File: config.mk
export PLATFORM = sky130hd
export DESIGN_NAME = retospect_neurochip
export DESIGN_NICKNAME = d
export VERILOG_FILES = /design/src/rtl/neurochip_pkg.sv /design/src/rtl/lif_neuron.sv /design/src/rtl/retospect_neurochip.sv
export SDC_FILE = /design/constraint.sdc
export NUM_CORES = 1
export LEC_CHECK = 0
export ABC_AREA = 0
export CELL_PAD_IN_SITES_DETAIL_PLACEMENT = 1
export CELL_PAD_IN_SITES_GLOBAL_PLACEMENT = 1
export CORE_MARGIN = 4
export CORE_UTILIZATION = 30
export DETAILED_ROUTE_END_ITERATION = 6
export PLACE_DENSITY = 0.66
export SETUP_SLACK_MARGIN = 0.3
export SYNTH_ARGS = -nofsm -noshare
export SYNTH_HDL_FRONTEND = slang
export SYNTH_HIERARCHICAL = 1
export SYNTH_SLANG_ARGS = --single-unit
export TNS_END_PERCENT = 50
File: constraint.sdc
create_clock -name clk -period 39.7 [get_ports clk]
set_input_delay 3.97 -clock clk [delete_from_list [all_inputs] [get_ports clk]]
set_output_delay 3.97 -clock clk [all_outputs]
set_load 0.01 [all_outputs]
File: src/rtl/neurochip_pkg.sv
// Shared constants and the hex-to-7-segment encoder for the LIF neuron array.
package neurochip_pkg;

  localparam int unsigned N_NEURON = 4;
  localparam int unsigned N_IN     = 8;
  localparam int unsigned V_W      = 8;
  localparam int unsigned WEIGHT_W = 4;

  localparam logic [4:0] ADDR_THR  = 5'h10;
  localparam logic [4:0] ADDR_LEAK = 5'h14;
  localparam logic [4:0] ADDR_DISP = 5'h15;

  localparam logic [7:0] THR_RST  = 8'h10;
  localparam logic [2:0] LEAK_RST = 3'd3;

  // Segment order is {g,f,e,d,c,b,a}, active-high.
  function automatic logic [6:0] hex7seg(input logic [3:0] digit);
    logic [6:0] seg;
    case (digit)
      4'h0: seg = 7'h3F;
      4'h1: seg = 7'h06;
      4'h2: seg = 7'h5B;
      4'h3: seg = 7'h4F;
      4'h4: seg = 7'h66;
      4'h5: seg = 7'h6D;
      4'h6: seg = 7'h7D;
      4'h7: seg = 7'h07;
      4'h8: seg = 7'h7F;
      4'h9: seg = 7'h6F;
      4'hA: seg = 7'h77;
      4'hB: seg = 7'h7C;
      4'hC: seg = 7'h39;
      4'hD: seg = 7'h5E;
      4'hE: seg = 7'h79;
      default: seg = 7'h71;
    endcase
    return seg;
  endfunction

endpackage

File: src/rtl/lif_neuron.sv
// One leaky integrate-and-fire neuron: leak, weighted sum of 8 inputs, clamp, threshold.
module lif_neuron
  import neurochip_pkg::*;
(
  input  logic                       clk_i,
  input  logic                       rst_ni,
  input  logic                       step_i,
  input  logic [N_IN-1:0]            x_i,
  input  logic [N_IN*WEIGHT_W-1:0]   weights_i,
  input  logic [V_W-1:0]             thr_i,
  input  logic [2:0]                 leak_i,
  output logic [V_W-1:0]             v_o,
  output logic                       spike_o
);

  logic [V_W-1:0]        v_q, v_d;
  logic                  spike_q, spike_d;
  logic [V_W-1:0]        v_leaked;
  logic signed [10:0]    r;
  logic signed [WEIGHT_W-1:0] w;
  logic [V_W-1:0]        r_clamped;

  always_comb begin
    // leak=0 shifts by zero, so V-V removes the whole membrane potential
    v_leaked = v_q - (v_q >> leak_i);
    r        = signed'({3'b000, v_leaked});
    w        = '0;
    for (int i = 0; i < N_IN; i++) begin
      w = weights_i[i*WEIGHT_W +: WEIGHT_W];
      if (x_i[i]) r = r + 11'(w);
    end

    if (r < 0)              r_clamped = '0;
    else if (r > 11'sd255)  r_clamped = '1;
    else                    r_clamped = r[V_W-1:0];

    v_d     = v_q;
    spike_d = spike_q;
    if (step_i) begin
      if (r_clamped >= thr_i) begin
        spike_d = 1'b1;
        v_d     = '0;
      end else begin
        spike_d = 1'b0;
        v_d     = r_clamped;
      end
    end
  end

  always_ff @(posedge clk_i or negedge rst_ni) begin
    if (!rst_ni) begin
      v_q     <= '0;
      spike_q <= 1'b0;
    end else begin
      v_q     <= v_d;
      spike_q <= spike_d;
    end
  end

  assign v_o     = v_q;
  assign spike_o = spike_q;

endmodule

File: src/rtl/retospect_neurochip.sv
// Four recurrently wired LIF neurons with a byte-wide config register file and 7-seg readout.
module retospect_neurochip
  import neurochip_pkg::*;
(
  input  logic       clk,
  input  logic       rst_n,
  input  logic       ena,
  input  logic [7:0] ui_in,
  output logic [7:0] uo_out,
  input  logic [7:0] uio_in,
  output logic [7:0] uio_out,
  output logic [7:0] uio_oe
);

  logic [7:0]     w_q [16];
  logic [7:0]     thr_q [N_NEURON];
  logic [2:0]     leak_q;
  logic [2:0]     disp_q;
  logic [V_W-1:0] v [N_NEURON];
  logic [N_NEURON-1:0] spike;

  logic       cfg_we, wr_en, step_en;
  logic [4:0] cfg_addr;
  logic       unused_uio;

  assign cfg_we     = uio_in[7];
  assign cfg_addr   = uio_in[4:0];
  assign unused_uio = ^uio_in[6:5];
  assign wr_en      = ena & cfg_we;
  assign step_en    = ena & ~cfg_we;

  always_ff @(posedge clk or negedge rst_n) begin
    if (!rst_n) begin
      for (int i = 0; i < 16; i++) w_q[i] <= '0;
      for (int n = 0; n < N_NEURON; n++) thr_q[n] <= THR_RST;
      leak_q <= LEAK_RST;
      disp_q <= '0;
    end else if (wr_en) begin
      if (!cfg_addr[4]) begin
        w_q[cfg_addr[3:0]] <= ui_in;
      end else if (cfg_addr[4:2] == ADDR_THR[4:2]) begin
        thr_q[cfg_addr[1:0]] <= ui_in;
      end else if (cfg_addr == ADDR_LEAK) begin
        leak_q <= ui_in[2:0];
      end else if (cfg_addr == ADDR_DISP) begin
        disp_q <= ui_in[2:0];
      end
    end
  end

  // Byte 4n+p carries weights for inputs 2p (low nibble) and 2p+1 (high nibble) of neuron n.
  for (genvar n = 0; n < N_NEURON; n++) begin : g_neuron
    lif_neuron u_neuron (
      .clk_i     (clk),
      .rst_ni    (rst_n),
      .step_i    (step_en),
      .x_i       ({spike, ui_in[3:0]}),
      .weights_i ({w_q[4*n+3], w_q[4*n+2], w_q[4*n+1], w_q[4*n]}),
      .thr_i     (thr_q[n]),
      .leak_i    (leak_q),
      .v_o       (v[n]),
      .spike_o   (spike[n])
    );
  end

  logic [3:0] digit;
  logic       blank;
  logic [6:0] seg;

  always_comb begin
    digit = '0;
    blank = 1'b0;
    case (disp_q)
      3'd0:                   digit = spike;
      3'd1, 3'd2, 3'd3, 3'd4: digit = v[disp_q[1:0] - 2'd1][7:4];
      default:                blank = 1'b1;
    endcase
    seg = blank ? 7'h00 : hex7seg(digit);
  end

  assign uo_out  = {|spike, seg};
  assign uio_out = 8'h00;
  assign uio_oe  = 8'h00;

endmodule

==> results.cfg <==
[final_layout]
drive_gt1_share_pct = 12.2
fillers = 11900
final_cell_area_sq_um = 32700
area_growth_pct = 8.16
fin_nets = 4017

[timing]
finalClockSkew_ns = 0.0219
fmax_mhz = 57.7
rsz0062_at_grt = false
min_period_ns = 17.32
finalSetupTns_ns = 0
setup_viol = 0
final.period_utilization_pct = 43.6
timing.final.max_slew_violations = 0
relSlewSlack_pct = 26.9
finalHoldViolations = 0
worst-slew-pin-transition_ns = 1.10

[route]
initialDrtViolationCount = 1370
routedWlPerCell_microns = 19.3
route.detailed.drc = 0
ant_nets = 0
firstDrtPassIters = 5
via_per_inst = 5.51
via_count = 26900
wl_mm = 94.3

[global_route]
gr-usage-all-layers_pct = 17.2
grt_max_degree = 99
overflow = 0
grt_pass1_vias = 27900
grt_first_pass_wirelength_mm = 151
antenna_found_initial = 4

[yosys]
ys_seq_area_share_pct = 16.7
netlist_instances = 3599
synth-async-reset-ratio_pct = 100
synth_area_sq_um = 30200
yosys-top-cells-count = 394 x ha_1, 293 x nor2_1, 255 x nand2_1
ys_types = 119
synth_flop_cell = dfrtp_1
synth_edf_count = 0
synth.area.top_cells = ha_1 16%, dfrtp_1 16%, mux2_2 9.1%
ys_ff_latch = 202
synth.most_common_cell = ha_1
synth_warnings = 6
syn-mean-instance-area_sq_um = 8.40
synth_top_cell_by_area = ha_1
yosysTopAreaCellShare_pct = 16.3

[clock_tree]
post_cts_buffers = 0
post_cts_resize_count = 0
clkTransAtPathRegs_ns = 0.06
cts_tree = yes
cts-hold-fix-buffers = 0
clockBufferDepth = 3
ctsHtreeMaxLevel = 1
cts-root-buf = clkbuf_16
numCtsBuffers = 25
clk_latency_ns = 0.56
cts_sinks = 202

[worst_setup_path]
cp_num_buf_inv = 4
max_stage_delay_ns = 0.54
cp_data_required_time_ns = 40.15
crit_fanout = 51
start_kind = input pin
critPathKind = in -> reg
cp.arrival_ns = 17.77
path_common_cell = ha_1
critPathTopFamily = compound AO/OA/AOI/OAI gates
cpMaxStageDelayCell = buf_4
cp-end-kind = register

[placement]
dp_hpwl_mm = 73.0
place_area_sq_um = 31700
port_buffers = 24
place_congestion = 0.829

[die]
fp-row-count = 116
coreArea_sq_um = 100000
die_x_microns = 326
start_util_pct = 30.2
die_h_microns = 326
dieArea_sq_um = 106000
ios = 43

[job]
drv_cap = 0

[hold_path]
min_path_type = reg -> reg

[run_status]
status = finished, final reports clean
[layout make-up]
class                           instances  area (sq um)  share of cell area [%]
Antenna cell                            2          5.00                  0.0153
Clock buffer                           32           682                    2.08
Clock inverter                         14           283                   0.864
Inverter                              210           788                    2.41
Multi-Input combinational cell       3081         23900                    72.9
Sequential cell                       202          5070                    15.5
Tap cell                             1298          1620                    4.96
Timing Repair Buffer                   48           405                    1.24
[per-layer routing]
layer,track usage (%),wire length (microns),part of all wire [%],vias up
li1,-,-,-,13200
met1,23.8,46400,49,13300
met2,29.3,43500,46,307
met3,1.33,2480,2.6,90
met4,3.66,1940,2.1,0
met5,0,0,0,-
[worst reg2reg max path, delay by kind of cell (launching register included)]
kind                     cells  cell delay [ns]
AO/OA/AOI/OAI               22             4.89
adder cells (fa/ha/maj)     11             3.86
AND/OR/NAND/NOR             20             2.93
XOR/XNOR                     6             1.45
multiplexers                 5             1.33
buffers and inverters        4             0.72
flip-flops                   1             0.70
[state kept, by name, indices dropped and copies added, names as in the netlist]
signal,count
disp_q,3
g_neuron.u_neuron/spike_o,4
g_neuron.u_neuron/v_o,32
leak_q,3
thr_q,32
w_q,128
[cells by family (layout without fill, tap and decap cells)]
kind of cell | after synthesis | after routing | synth area share [%]
xor gates and xnor gates | 238 | 238 | 7.19
and+or+nand+nor | 982 | 982 | 15.8
buffers and inverters | 331 | 304 | 4.58
DFF | 202 | 202 | 16.7
muxes | 323 | 323 | 12.2
other | 1 | 18 | 0.0124
AOI/OAI and AO/OA | 1092 | 1092 | 24.8
adders and majority gates | 430 | 430 | 18.7
[path summary, 6_finish.rpt]
| kind | slack [ns] | startpoint | depth (start not counted) | end |
|---|---|---|---|---|
| max | 22.38 | ui_in[0] | 61 | g_neuron[1].u_neuron/v_o[3]$_DFFE_PN0P_ |
| max reg2reg | 23.70 | leak_q[1]$_DFFE_PN1P_ | 68 | g_neuron[3].u_neuron/v_o[6]$_DFFE_PN0P_ |
| min | 0.51 | thr_q[31]$_DFFE_PN0P_ | 1 | thr_q[31]$_DFFE_PN0P_ |
| min reg2reg | 0.51 | thr_q[31]$_DFFE_PN0P_ | 1 | thr_q[31]$_DFFE_PN0P_ |
| max in group asynchronous | 34.88 | rst_n | 2 | g_neuron[0].u_neuron/spike_o$_DFFE_PN0P_ |
| min in group asynchronous | 3.46 | rst_n | 1 | w_q[83]$_DFFE_PN0P_ |
[per-stage QoR]
| stage | worst slack [ns] | std cells | utilization [%] | hold slack, ns |
|---|---|---|---|---|
| 3_5_place_dp | 21.81 | 4839 | 31.7 | 0.495 |
| 4_1_cts | 22.33 | 4885 | 32.7 | 0.508 |
| 5_1_grt | 21.14 | 4885 | 32.7 | 0.516 |
| 6_report | 22.38 | 4887 | 32.7 | 0.505 |
| 2_1_floorplan | 24.97 | 3614 | - | 0.479 |
| 3_3_place_gp | 22.03 | 4839 | 31.7 | 0.488 |
[cell usage in the layout, fill, tap and decap left out, types with 68 or more instances in the layout]
master / n
nand2_1: 255
mux2_2: 245
a211oi_1: 78
nor3_1: 70
a21o_1: 94
xor2_1: 100
o21a_1: 68
nand2b_1: 77
inv_1: 201
o21ai_0: 199
ha_1: 394
nor2_1: 293
dfrtp_1: 192
xnor2_1: 131
a21oi_1: 245
Power is left out: the tool's default activity adds up to more than one toggle a clock period on the data nets, which glitch-free logic cannot reach.
